`config.mk`:
```
export PLATFORM = sky130hd
export DESIGN_NAME = demux4_deserializer
export DESIGN_NICKNAME = d
export VERILOG_FILES = /design/src/rtl/demux_pkg.sv /design/src/rtl/demux4_deserializer_slot_counter.sv /design/src/rtl/demux4_deserializer.sv
export SDC_FILE = /design/constraint.sdc
export NUM_CORES = 1
export LEC_CHECK = 0
export CORE_MARGIN = 2
export CORE_UTILIZATION = 44
export DETAILED_ROUTE_END_ITERATION = 8
export GPL_TIMING_DRIVEN = 1
export MAX_ROUTING_LAYER = met4
export PLACE_DENSITY = 0.82
export SYNTH_ARGS = -nofsm -noshare
export SYNTH_HDL_FRONTEND = slang
export SYNTH_SLANG_ARGS = --single-unit
```
`constraint.sdc`:
```
create_clock -name clk -period 1.45 [get_ports clk]
set_input_delay 0.2175 -clock clk [delete_from_list [all_inputs] [get_ports clk]]
set_output_delay 0.2175 -clock clk [all_outputs]
set_load 0.02 [all_outputs]
```
`src/rtl/demux_pkg.sv`:
```
// Shared types and defaults for the lane-link deserializer.
package demux_pkg;

  typedef enum logic {
    HUNT    = 1'b0,
    COLLECT = 1'b1
  } state_t;

  localparam int N_LANES_DEFAULT = 4;

endpackage

```
`src/rtl/demux4_deserializer_slot_counter.sv`:
```
// Lane slot counter: clear has priority over load-to-1, which has priority over increment.
module slot_counter #(
  parameter int SEL_W = 2
) (
  input  logic             clk,
  input  logic             reset,
  input  logic             clr,
  input  logic             load1,
  input  logic             inc,
  output logic [SEL_W-1:0] count
);

  always_ff @(posedge clk or posedge reset) begin
    if (reset) begin
      count <= '0;
    end else if (clr) begin
      count <= '0;
    end else if (load1) begin
      count <= SEL_W'(1);
    end else if (inc) begin
      count <= count + SEL_W'(1);
    end
  end

endmodule

```
`src/rtl/demux4_deserializer.sv`:
```
// Receive end of the time-multiplexed lane link: reassembles N serial bits into one word.
//   state   | meaning
//   HUNT    | idle, waiting for a sync-marked bit to start a word
//   COLLECT | lane 0 taken, filling lanes 1..N-1; an early sync restarts the word
module demux4_deserializer
  import demux_pkg::*;
#(
  parameter int N     = N_LANES_DEFAULT,
  parameter int SEL_W = $clog2(N)
) (
  input  logic             clk,
  input  logic             reset,
  input  logic             din,
  input  logic             din_valid,
  input  logic             sync,
  output logic [N-1:0]     q,
  output logic             q_valid,
  output logic [SEL_W-1:0] slot,
  output logic             resync_err
);

  localparam logic [SEL_W-1:0] LAST_SLOT = SEL_W'(N - 1);

  state_t         state, state_nxt;
  logic [N-1:0]   stage, stage_nxt;
  logic [N-1:0]   q_nxt;
  logic           q_valid_nxt;
  logic           resync_err_nxt;
  logic           cnt_clr, cnt_load1, cnt_inc;

  slot_counter #(
    .SEL_W (SEL_W)
  ) u_slot_counter (
    .clk   (clk),
    .reset (reset),
    .clr   (cnt_clr),
    .load1 (cnt_load1),
    .inc   (cnt_inc),
    .count (slot)
  );

  always_ff @(posedge clk or posedge reset) begin
    if (reset) begin
      state      <= HUNT;
      stage      <= '0;
      q          <= '0;
      q_valid    <= 1'b0;
      resync_err <= 1'b0;
    end else begin
      state      <= state_nxt;
      stage      <= stage_nxt;
      q          <= q_nxt;
      q_valid    <= q_valid_nxt;
      resync_err <= resync_err_nxt;
    end
  end

  always_comb begin
    state_nxt      = state;
    stage_nxt      = stage;
    q_nxt          = q;
    q_valid_nxt    = 1'b0;
    resync_err_nxt = 1'b0;
    cnt_clr        = 1'b0;
    cnt_load1      = 1'b0;
    cnt_inc        = 1'b0;

    case (state)
      HUNT: begin
        if (din_valid && sync) begin
          stage_nxt    = '0;
          stage_nxt[0] = din;
          cnt_load1    = 1'b1;
          state_nxt    = COLLECT;
        end
      end

      COLLECT: begin
        if (din_valid) begin
          if (sync) begin
            // Early sync: drop the partial word and treat this bit as a fresh lane 0.
            resync_err_nxt = 1'b1;
            stage_nxt      = '0;
            stage_nxt[0]   = din;
            cnt_load1      = 1'b1;
          end else begin
            stage_nxt[slot] = din;
            if (slot == LAST_SLOT) begin
              q_nxt       = stage_nxt;
              q_valid_nxt = 1'b1;
              cnt_clr     = 1'b1;
              state_nxt   = HUNT;
            end else begin
              cnt_inc = 1'b1;
            end
          end
        end
      end

      default: begin
        state_nxt = HUNT;
        cnt_clr   = 1'b1;
      end
    endcase
  end

endmodule
```
# [Word-level counts from Yosys, hierarchy flattened]
# Cells that the tools add are included.
[totals] in_bits=5 elab_cells=45 regBits=13 output_inout_bits=8
[classes] n_reduce_logical=5 eq_ne=3 order_cmp=2 muxes=26 bitwise=2 addsub=1
[ops] operator="two-way mux 1 bit" count=15
[ops] operator="two-way mux 4 bit" count=3
[ops] operator="case mux 4 bit (2 select lines)" count=1
[ops] operator="two-way mux 2 bit" count=3
[ops] operator="bitwise mux 4 bit" count=1
[ops] operator="!= test 2 bit, second input constant" count=2
[ops] operator="case mux 1 bit (2 select lines)" count=2
[ops] operator="AND reduction 4 bit" count=1
[ops] operator="< comparator 2 x 3 -> 1 bit, second input constant" count=1
[ops] operator="nonzero test 3 bit" count=1
[ops] operator="adder 2 x 1 -> 2 bit, second input constant" count=1
[ops] operator="demux 1 bit (select 2 bit)" count=1
[ops] operator="equality test 2 bit, second input constant" count=1
[ops] operator=">= comparator 2 x 1 -> 1 bit, second input constant" count=1
[ops] operator="logical AND 1 bit" count=2
[ops] operator="inverter 1 bit" count=2
[ops] operator="AND reduction 2 bit" count=1

# [Longest topological paths before layout]
# Gate-level depths: netlist of the first run.
[depth] ltp_word=8 ltp_mapped=5 depth_no_buf=5

# [By module]
# A second synthesis of the first run with hierarchy kept.
[hier_totals] hier_cells=46 area_unflattened_um2=544.3
[modules_own_cells] module="demux4_deserializer" seq_area_each_um2=250.2 cells_per_inst=37 n_inst=1 area_per_inst_um2=442.9
[modules_own_cells] module="slot_counter" seq_area_each_um2=50.0 cells_per_inst=9 n_inst=1 area_per_inst_um2=101.3

# [Least setup slack after synthesis of the first run]
# No wires, ideal clock.
[synth_path] path_kind="flip-flop to flip-flop" start="register u_slot_counter.count[0]" end="register u_slot_counter.count[1]" n_path_buf=0 arrival_ps=1545 stages_incl_launch_ff=5 path_slack_ps=-188 required_time_ps=1356 setup_ps=94 cell_sequence="dfrtp_1 -> inv_1 -> ha_1 -> or4b_1 -> a221oi_2"
[synth_between] elab_chain_cells=6 elab_cells_between_ends=14
[synth_rtl] element="start, declared" line="demux4_deserializer_slot_counter.sv:10" source="output logic [SEL_W-1:0] count"
[synth_rtl] element="start signal, assigned" line="demux4_deserializer_slot_counter.sv:21" source="count <= count + SEL_W'(1);"
[synth_rtl] element="equality test 2 bit" line="demux4_deserializer.sv:88" source="if (slot == LAST_SLOT) begin"
[synth_rtl] element="two-way mux 1 bit" line="demux4_deserializer.sv:88"
[synth_rtl] element="two-way mux 1 bit" line="demux4_deserializer.sv:80" source="if (sync) begin"
[synth_rtl] element="two-way mux 1 bit" line="demux4_deserializer.sv:79" source="if (din_valid) begin"
[synth_rtl] element="two-way mux 1 bit" line="demux4_deserializer.sv:68" source="case (state)"
[synth_rtl] element="nonzero test 3 bit (no source line) / two-way mux 2 bit (equally long branches)"
# Parallel ways exist; a longest one is shown, timed or not. The select of a mux whose other input is x is not followed.
# A chain may end at the register's enable or synchronous reset.

# [Worst setup path after layout of the first run]
[layout_path] start="register u_slot_counter.count[1]" end="register u_slot_counter.count[1]"
# Same word-level chain as after synthesis.

==> results, run 1 <==
- The most instantiated flip-flop cell in the synthesis netlist is sky130_fd_sc_hd__dfrtp_1.
- The number of global-route vias before repair is 577.
- Of the cells placed in the final design, the portion with a size suffix greater than 1 is 0.3548.
- Max-cap violations in this run came to 0.
- The final net count is 104.
- The register area is 327.8 um2.
- The checks that failed: negative setup slack.
- Counting flops with a built-in enable in the synthesized netlist gives 0.
- Setup repair after global routing could not meet its margin everywhere.
- The final count of pins violating max slew is 0.
- The synthesized netlist net count is 74.
- The hold violation total from the final report is 0.
- The count of input and output buffers is 12.
- The final cell count without fillers is 109.
- The setup path with the least slack is of type reg -> reg.
- The core region is 1489 um2.
- Power comes to 0.001671 W.
- At the pin with the least slew margin, the transition time is 0.4900 ns.
- The number of hold buffers added after CTS is 0.
- The area enclosed by the die boundary is 1903 um2.
- In this run the worst path has a maximum fanout of 3.
- Routability-driven placement finished with a final weighted congestion of 0.8192.
- Clock-pin slew was measured on the worst setup and hold paths at 0.08 ns.
- The number of remaining DRC errors is 0.
- TritonCTS built the clock tree.
- The largest net degree at the start of global routing is 14.
- The sum of routed wire length over all layers is 1460 um.
- The path category of the worst min-delay check is in -> async.
- The routed via count divided by cell count is 5.257.
- Once routing completed, OpenROAD measured the worst setup slack at -0.04751 ns.
- VDD sags by at most 0.8215 mV.
- The minimum clock period after layout is 1.498 ns.
- Averaged over all synthesized cells, the footprint is 10.79 um2.
- At the worst endpoint, the required time is 1.64 ns.
- The number of failing setup endpoints in the final timing report is 1.
- The initial cell density of the core is 0.4639.
- The number of warning messages in the yosys log is 0.
- The first global-routing pass estimated 2663 um of wire.
- The cell count after placement is 102.
- Walking the worst path, the cells encountered are inv_2, ha_4, or4b_4, a221oi_2.
- The cell at the root of the clock tree is sky130_fd_sc_hd__clkbuf_4.
- STA classifies the critical path endpoint as a flop.
- After detailed routing, the average wire length per cell comes to 13.39 um.
- TritonCTS created 3 clock buffers.
- The cell with the biggest individual delay on the critical path is sky130_fd_sc_hd__or4b_4.
- Across every metal layer, demand over resource in global routing totals 0.2034.
- In this run the core area contains 14 standard-cell rows.
- The HPWL after detailed placement is 1044 um.
- The run finished, with violations left.
- The area of combinational cells with multiple inputs is 362.8 um2.
- The maximum clock skew at final layout is 0.004713 ns.
- The clock latency reported for the late side of the worst-skew pair is 0.28 ns.
- After filler insertion, the fill cell instance count of the layout stands at 109.
- The peak per-stage delay on the critical path is 0.45 ns.
- The share of the yosys chip area belonging to registers is 0.4710.
- After global routing the overflow that remains totals 0.
- In this run the tightest slew margin relative to its limit is 0.6730.
- The unique cell type count in the Yosys netlist is 26.
- The number of antenna violations at the first check in global routing is 0.
- The pre-antenna-repair detailed-routing pass consisted of 4 iterations.
- Summing all non-filler instances in the final layout gives an area of 998.5 um2.
- Compared with the post-synthesis result, the final layout area differs by 44.57%.
- The clock net in this run drives a total of 13 sinks.
- The antenna diode count is 0.
- The kind of start point of the critical path is a flop.
- After synthesis the netlist holds a flip-flop and latch count of 13.
- The die is 43.62 um tall.
- In the synthesized netlist, the number of instances is 64.
- The number of ports placed on the die boundary is 13.
- The data arrival at the endpoint of the critical path is 1.69 ns.
- The width of the die is 43.62 um.
- The netlist area before placement is 690.7 um2.
- In this run the remaining antenna-violating nets after routing total 0.
- The top achievable clock speed is 667.8 MHz.
- For this block, the initial DRC count from the detailed router was 21.
- For this run, the share of the core covered by cells in the final layout is 0.6706.
- The total number of H-tree levels is 1.
- The largest buffer count on any clock path is 2.
- In this run the cell area measured after placement is 912.1 um2.
- Power spread over the standard cell area amounts to 1674 nW/um2.
- The share of synthesized flip-flops with an asynchronous set or reset is 1.000.
- The leakage power of the design is 0.5202 nW.
- For this block, the via count after detailed routing is 573.
- The ratio of final minimum period to clock period is 1.033.
- Hold is met by 0.2468 ns.
## area by class of cell
cell class | count | share of cell area
multi-input combinational | 43 | 0.3634
sequential | 13 | 0.3283
timing repair buffer | 28 | 0.2431
clock buffer | 4 | 0.02632
tap | 16 | 0.02005
inverter | 5 | 0.01880
## stage by stage
step | worst slack, ns | setup TNS, ns
4_1_cts | -0.06632 | -0.1119
2_1_floorplan | -0.06512 | -0.06512
3_5_place_dp | -0.2138 | -0.6526
6_report | -0.04751 | -0.04751
3_3_place_gp | -0.1589 | -0.5401
5_1_grt | -0.1241 | -0.1326
## worst paths after layout
check,endpoint,slack (ns),startpoint,cells after the start
max,u_slot_counter.count[1],-0.05,u_slot_counter.count[1],4
min,q[1],0.25,reset,2
max reg2reg,u_slot_counter.count[1],-0.05,u_slot_counter.count[1],4
min reg2reg,q[3],0.48,q[3],2
max in group asynchronous,u_slot_counter.count[0],0.85,reset,2
min in group clk,q[3],0.48,q[3],2
## worst max-delay path, delay by kind of cell, from the launching register on
| kind | cells | cell delay, ns |
|---|---|---|
| adders and majority gates | 1 | 0.26 |
| and+or+nand+nor | 1 | 0.45 |
| DFF | 1 | 0.41 |
| AOI/OAI and AO/OA | 1 | 0.23 |
| buffers and inverters | 1 | 0.06 |
## synthesized netlist by cell type, drive strengths merged (2+ instances only)
library cell | n | area [um2]
nand2 | 10 | 45.04
dfrtp | 13 | 325.3
a21o | 2 | 15.01
o21ai | 5 | 25.02
a32o | 2 | 20.02
mux2i | 3 | 30.03
inv | 5 | 18.77
ha | 5 | 62.56
a21oi | 2 | 10.01
buf | 3 | 21.27
## power breakdown
group	switching, W	internal, W	total [W]	leakage [nW]
clock network	0.000122	0.000107	0.000229	0.0150
logic	0.000418	0.000460	0.000877	0.341
registers	0.0000825	0.000483	0.000565	0.164
## cell families after synthesis
group | share of synthesized area
muxes | 0.05978
DFF | 0.4710
and+or+nand+nor | 0.1304
buffers and inverters | 0.05797
adders and majority gates | 0.09058
AOI/OAI and AO/OA | 0.1902
## sequential cells by signal, summed over array words and instances (netlist names)
register / count
q: 4
q_valid: 1
resync_err: 1
stage: 4
state: 1
u_slot_counter.count: 2
## placed cells by master (no fill, tap or decap), types with 2 or more instances in the layout
cell type                         count
sky130_fd_sc_hd__a21o_1               2
sky130_fd_sc_hd__a21oi_1              2
sky130_fd_sc_hd__a32o_1               2
sky130_fd_sc_hd__buf_4               15
sky130_fd_sc_hd__clkbuf_4             3
sky130_fd_sc_hd__clkdlybuf4s50_1      5
sky130_fd_sc_hd__dfrtp_1             11
sky130_fd_sc_hd__dfrtp_2              2
sky130_fd_sc_hd__dlygate4sd2_1        3
sky130_fd_sc_hd__dlymetal6s2s_1       3
sky130_fd_sc_hd__ha_1                 2
sky130_fd_sc_hd__ha_4                 2
sky130_fd_sc_hd__inv_1                3
sky130_fd_sc_hd__inv_2                2
sky130_fd_sc_hd__mux2i_1              3
sky130_fd_sc_hd__nand2_1              8
sky130_fd_sc_hd__o21ai_1              4
## timing repair
action	4_1_cts	5_1_grt
buffers inserted	3	0
hold endpoints to repair	0	0
pin swaps	1	2
gates resized for setup	8	14
setup endpoints to repair	5	10
## metal layers
metal,wire (um),part of all wire,GRT usage,vias to the layer above
li1,-,-,-,289
met1,645,0.44,0.2660,267
met2,731,0.50,0.3059,14
met3,62,0.042,0.03750,3
met4,20,0.014,0.09091,0
met5,0,0,-,-
Note: power is estimated with default switching activity, not from simulation.
==> inputs of run 2 (changes only) <==
--- a/config.mk
+++ b/config.mk
@@ -5,7 +5,7 @@
 export SDC_FILE = /design/constraint.sdc
 export NUM_CORES = 1
 export LEC_CHECK = 0
-export CORE_MARGIN = 2
+export CORE_MARGIN = 1.5
 export CORE_UTILIZATION = 44
 export DETAILED_ROUTE_END_ITERATION = 8
 export GPL_TIMING_DRIVEN = 1
==> results, run 2 (synthesized netlist as in run 1, its figures left out) <==
- The run finished, with violations left.
- The final reports fail on negative setup slack.
- The number of antenna violations at the first check in global routing is 0.
- The kind of start point of the critical path is a flop.
- Entering global routing, the biggest net connects 14 pins.
- The worst endpoint required time is 1.65 ns.
- The die covers 1816 um2.
- The library cell used most frequently in the layout, excluding fill and tap cells, is sky130_fd_sc_hd__buf_4.
- Of the available clock period, the critical path in the final layout requires 1.027.
- Detailed routing inserted a total of 616 vias.
- At the end of the flow, the number of nets in the layout was 105.
- The top cell types in the final layout, fill and taps aside, are sky130_fd_sc_hd__buf_4, sky130_fd_sc_hd__dfrtp_1, sky130_fd_sc_hd__nand2_1.
- For this run, the share of the core covered by cells in the final layout is 0.6714.
- The largest registers in the layout are q: 4 flops, stage: 4 flops, u_slot_counter.count: 2 flops.
- In this run the tightest slew margin relative to its limit is 0.6556.
- The smallest setup slack after layout is -0.03937 ns.
- The clock slew seen by the registers of the worst setup and hold paths is 0.09 ns.
- The clock net sink count is 13.
- The data arrival at the endpoint of the critical path is 1.69 ns.
- The worst setup path is captured at a flop.
- The number of ports placed on the die boundary is 13.
- The leakage power of the design is 0.5150 nW.
- Setup repair after global routing could not meet its margin everywhere.
- The combined global-route utilization of all metal layers is 0.2114.
- The clock tree from TritonCTS is built.
- Along the worst path, the maximum fanout reaches 4.
- Buffers inserted to repair hold after CTS numbered 0.
- The number of failing setup endpoints in the final timing report is 1.
- In this run the core area contains 14 standard-cell rows.
- In this run the vertical extent of the chip is 42.62 um.
- The clock arrives with 0.008672 ns of skew.
- From left edge to right edge, the die measures 42.62 um.
- The worst setup path is of the reg -> reg kind.
- The post-synthesis to final-layout area growth is 44.75%.
- In this run the worst hold path is classified as in -> async.
- After layout, the minimum clock period comes to 1.489 ns.
- After global routing the overflow that remains totals 0.
- For this configuration, the core starts out at a cell density of 0.4639.
- The sum of routed wire length over all layers is 1679 um.
- The longest clock path from root to sink contains 2 buffers.
- The power density normalized to cell area is 1705 nW/um2.
- In this run the clock root is driven by a sky130_fd_sc_hd__clkbuf_4.
- Power comes to 0.001704 W.
- Based on the critical path, the design can be clocked at up to 671.4 MHz.
- The first-pass GRT wire length is 2608 um.
- Summed over all nets, the half-perimeter wirelength after detailed placement is 1077 um.
- The routability congestion estimate is 0.8270.
- 0 antenna diodes ended up in the layout.
- The hold violation total from the final report is 0.
- TritonCTS created 3 clock buffers.
- Before antenna repair, the detailed router went through 4 iterations.
- After floorplanning, the core was sized to cover 1489 um2.
- The total of fill cells in the finished design is 110.
- Across the run, the number of max-cap violations was 0.
- In the routed layout, each cell is associated on average with a via count of 5.600.
- The number of global-route vias before repair is 581.
- The total number of H-tree levels is 1.
- Of the cells placed in the final design, the portion with a size suffix greater than 1 is 0.3617.
- VDD sags by at most 0.9335 mV.
- The antenna violation net count after detailed routing is 0.
- The count of routing violations after the opening detailed-route iteration is 11.
- At the later pin of the worst-skew pair, clock insertion delay measures 0.29 ns.
- The final count of pins violating max slew came to 0.
- In the routed design, unresolved DRC markers number 0.
- The detail-routed net length per standard cell is 15.26 um.
- Buffers placed on the I/O ports in this run total 12.
- The slew at the pin with the worst max-slew slack is 0.5161 ns.
## run 2: path summary, 6_finish.rpt
path / startpoint / endpoint / slack [ns] / depth (start not counted)
setup / recovery: u_slot_counter.count[1] / u_slot_counter.count[1] / -0.04 / 4
hold / removal: reset / q_valid / 0.25 / 2
setup reg to reg: u_slot_counter.count[1] / u_slot_counter.count[1] / -0.04 / 4
hold reg to reg: q[3] / q[3] / 0.50 / 2
max in group asynchronous: reset / u_slot_counter.count[1] / 0.83 / 2
min in group clk: q[3] / q[3] / 0.50 / 2
## run 2: layer usage
metal | part of all wire | routed length, um | GRT usage
met2 | 0.48 | 809 | 0.3091
met3 | 0.046 | 77 | 0.06034
met5 | 0 | 0 | -
met4 | 0.023 | 39 | 0.1313
met1 | 0.45 | 752 | 0.2548
## run 2: final cells by class
type	count	area (um2)	area share
multi-input cells	43	355.3	0.3554
flip-flops and latches	13	327.8	0.3279
repair buffers	29	247.7	0.2478
clock buffers	3	22.52	0.02253
inverters	5	21.27	0.02128
well taps	16	20.02	0.02003
clock inverters	1	5.005	0.005006
## run 2: report_power, final
group | switching [W] | total [W] | internal [W]
sequential | 0.0000861 | 0.000569 | 0.000483
combinational | 0.000434 | 0.000905 | 0.000472
clock | 0.000127 | 0.000230 | 0.000103
total | 0.000647 | 0.00170 | 0.00106
## run 2: what timing repair did
item                                    in CTS  in global routing
hold endpoints to repair                     0                  0
endpoints found under the setup margin       7                  6
gates resized for setup                      9                  9
cloned                                       0                  0
buffers inserted                             3                  2
pin swaps                                    2                  1
## run 2: worst max-delay path, stage by stage (launching register included)
cell                       delay, ns
sky130_fd_sc_hd__dfrtp_2        0.42
sky130_fd_sc_hd__inv_4          0.06
sky130_fd_sc_hd__ha_4           0.25
sky130_fd_sc_hd__or4b_4         0.45
sky130_fd_sc_hd__a221oi_2       0.21
## run 2: stage by stage
| step | instance area [um2] | std cells | hold WS, ns | setup slack (ns) | setup TNS (ns) |
|---|---|---|---|---|---|
| finish | 999.7 | 110 | 0.2532 | -0.03937 | -0.03937 |
| global route | 999.7 | 110 | 0.3134 | -0.1270 | -0.1270 |
| CTS | 963.4 | 108 | 0.2667 | -0.04805 | -0.04805 |
| detailed placement | 904.6 | 101 | 0.4776 | -0.2089 | -0.7453 |
| global placement | 904.6 | 101 | 0.4611 | -0.1594 | -0.5740 |
| floorplan | 695.7 | 64 | 0.09432 | -0.06512 | -0.06512 |
==> inputs of run 3 (changes only) <==
--- a/config.mk
+++ b/config.mk
@@ -9,7 +9,6 @@
 export CORE_UTILIZATION = 44
 export DETAILED_ROUTE_END_ITERATION = 8
 export GPL_TIMING_DRIVEN = 1
-export MAX_ROUTING_LAYER = met4
 export PLACE_DENSITY = 0.82
 export SYNTH_ARGS = -nofsm -noshare
 export SYNTH_HDL_FRONTEND = slang
==> results, run 3 (synthesized netlist as in run 1, its figures left out) <==
- Measured in cells, the most critical reg-to-reg path has a length of 4.
- The total number of H-tree levels is 1.
- The clock arrives with 0.008796 ns of skew.
- The final count of pins violating max slew was 0.
- In the routed design, unresolved DRC markers number 0.
- Data on the critical path is required at its endpoint by 1.65 ns.
- Using the TritonRoute via totals, the vias-per-cell ratio works out to 5.664.
- The kind of start point of the critical path is a flop.
- The final reports fail on negative setup slack.
- The total negative setup slack is -0.04295 ns.
- The die is 42.62 um tall.
- The detail-routed net length per standard cell is 15.27 um.
- The floorplan has 14 rows.
- The family with the most delay on the worst path is simple AND/OR/NAND/NOR gates.
- The area enclosed by the die boundary is 1816 um2.
- At the later pin of the worst-skew pair, clock insertion delay measures 0.29 ns.
- After global routing the overflow that remains totals 0.
- The number of ports placed on the die boundary is 13.
- The peak per-stage delay on the critical path is 0.45 ns.
- The path category of the worst min-delay check is in -> async.
- 0 antenna diodes ended up in the layout.
- The tightest hold margin is 0.2437 ns.
- The detailed placement HPWL is 1077 um.
- Max-cap violations in this run came to 0.
- On the critical path, the stage with the largest delay is an instance of sky130_fd_sc_hd__or4b_4.
- The nature of the critical path endpoint is a flop.
- Together, buffers and inverters on the worst path number 1.
- The clock passes through at most 2 buffers.
- In the post-route analysis, the smallest setup slack over all paths is -0.04295 ns.
- The routed design could run at a clock period as short as 1.493 ns.
- The critical path goes through inv_4, ha_4, or4b_4, a221oi_2.
- Entering global routing, the biggest net connects 14 pins.
- The clock slew seen by the registers of the worst setup and hold paths is 0.09 ns.
- The sum of routed wire length over all layers is 1680 um.
- The utilization after layout is 0.6714.
- Across the VDD grid, the largest voltage drop is 0.9374 mV.
- The detail route stage leaves a number of antenna-violating nets equal to 0.
- In the final layout, the share of cells above drive strength 1 is 0.3617.
- The leakage power of the design is 0.5150 nW.
- After the first detailed-routing iteration, the DRC count stood at 15.
- The number of antenna violations at the first check in global routing was 0.
- In this run the critical register-to-register path is launched from u_slot_counter.count[1].
- Measured against its own limit, the worst slew margin works out to 0.6655.
- At the pin with the least slew margin, the transition time is 0.5011 ns.
- The top achievable clock speed is 669.8 MHz.
- The initial cell density of the core is 0.4639.
- The clock tree from TritonCTS is built.
- Of the available clock period, the critical path in the final layout requires 1.030.
- The number of failing setup endpoints in the final timing report is 1.
- The number of global-route vias before repair was 575.
- Setup repair after global routing could not meet its margin everywhere.
- The worst register-to-register path has a setup slack of -0.04 ns.
- The first detailed-routing pass ran for 4 iterations.
- The congestion estimate from routability-driven global placement came to 0.8149.
- Buffers inserted during clock tree synthesis total 3.
- The cell at the root of the clock tree is sky130_fd_sc_hd__clkbuf_4.
- Data on the critical path arrives at its endpoint at 1.69 ns.
- The clock net sink count is 13.
- From left edge to right edge, the die measures 42.62 um.
- The maximum fanout count along the critical path is 4.
- The largest registers in the layout are q: 4 flops, stage: 4 flops, u_slot_counter.count: 2 flops.
- The reg-to-reg critical path endpoint is u_slot_counter.count[1].
- The final net count is 105.
- For this block, the via count after detailed routing is 623.
- The combined global-route utilization of all metal layers is 0.2084.
- The area growth from synthesis to layout is 44.75%.
- By startpoint and endpoint, the worst setup path is classified as reg -> reg.
- Buffers inserted to repair hold after CTS numbered 0.
- The flow ran to the end, but the final reports show violations.
- The post-placement setup slack is -0.2089 ns.
- Leaving out fill and tap cells, the most frequent cells in the layout are sky130_fd_sc_hd__buf_4, sky130_fd_sc_hd__dfrtp_1, sky130_fd_sc_hd__nand2_1.
- The power density normalized to cell area is 1707 nW/um2.
- The first-pass GRT wire length is 2615 um.
- The hold violation total from the final report is 0.
- The count of input and output buffers is 12.
- The core region is 1489 um2.
- Leaving out fill and tap cells, the most frequent cell in the layout is sky130_fd_sc_hd__buf_4.
==> run 3: cell counts in the layout (fill, tap and decap cells not counted) <==
Identical to the previous run, type by type.
==> run 3: power by group <==
part,internal [W],total (W),switching (W)
clock,0.000103,0.000231,0.000128
combinational,0.000472,0.000907,0.000434
sequential,0.000483,0.000569,0.0000859
==> run 3: cell type report <==
| type | instances | area (um2) |
|---|---|---|
| Sequential cell | 13 | 327.8 |
| Timing Repair Buffer | 29 | 247.7 |
| Fill cell | 110 | 489.2 |
| Clock inverter | 1 | 5.005 |
| Tap cell | 16 | 20.02 |
| Multi-Input combinational cell | 43 | 355.3 |
| Inverter | 5 | 21.27 |
| Clock buffer | 3 | 22.52 |
==> run 3: timing repair <==
item                                   CTS  global route
pin swaps                                2             1
setup endpoints to repair                7             7
buffers inserted                         3             2
endpoints found under the hold margin    0             0
resized for setup                        9             9
==> run 3: metal layers <==
layer	track usage	wire, um	vias to the layer above
met4	0.1313	50	0
met5	0	0	-
met2	0.3091	807	30
li1	-	-	290
met3	0.07328	93	7
met1	0.2548	728	296
==> run 3: stage by stage <==
step | cells | total power, W | area, um2
after floorplan | 64 | 0.001030 | 695.7
after global placement | 101 | 0.001321 | 904.6
after detailed placement | 101 | 0.001346 | 904.6
after CTS | 108 | 0.001626 | 963.4
after global routing | 110 | 0.001823 | 999.7
final | 110 | 0.001706 | 999.7
==> run 3: how the worst max path moves through the flow <==
stage,start,cells after the start,slack (ns),end
after floorplan,u_slot_counter.count[0],4,-0.07,u_slot_counter.count[1]
after global placement,din_valid,4,-0.16,u_slot_counter.count[1]
after detailed placement,din_valid,4,-0.21,u_slot_counter.count[1]
after CTS,u_slot_counter.count[1],4,-0.05,u_slot_counter.count[1]
after global routing,u_slot_counter.count[1],4,-0.13,u_slot_counter.count[1]
final,u_slot_counter.count[1],4,-0.04,u_slot_counter.count[1]
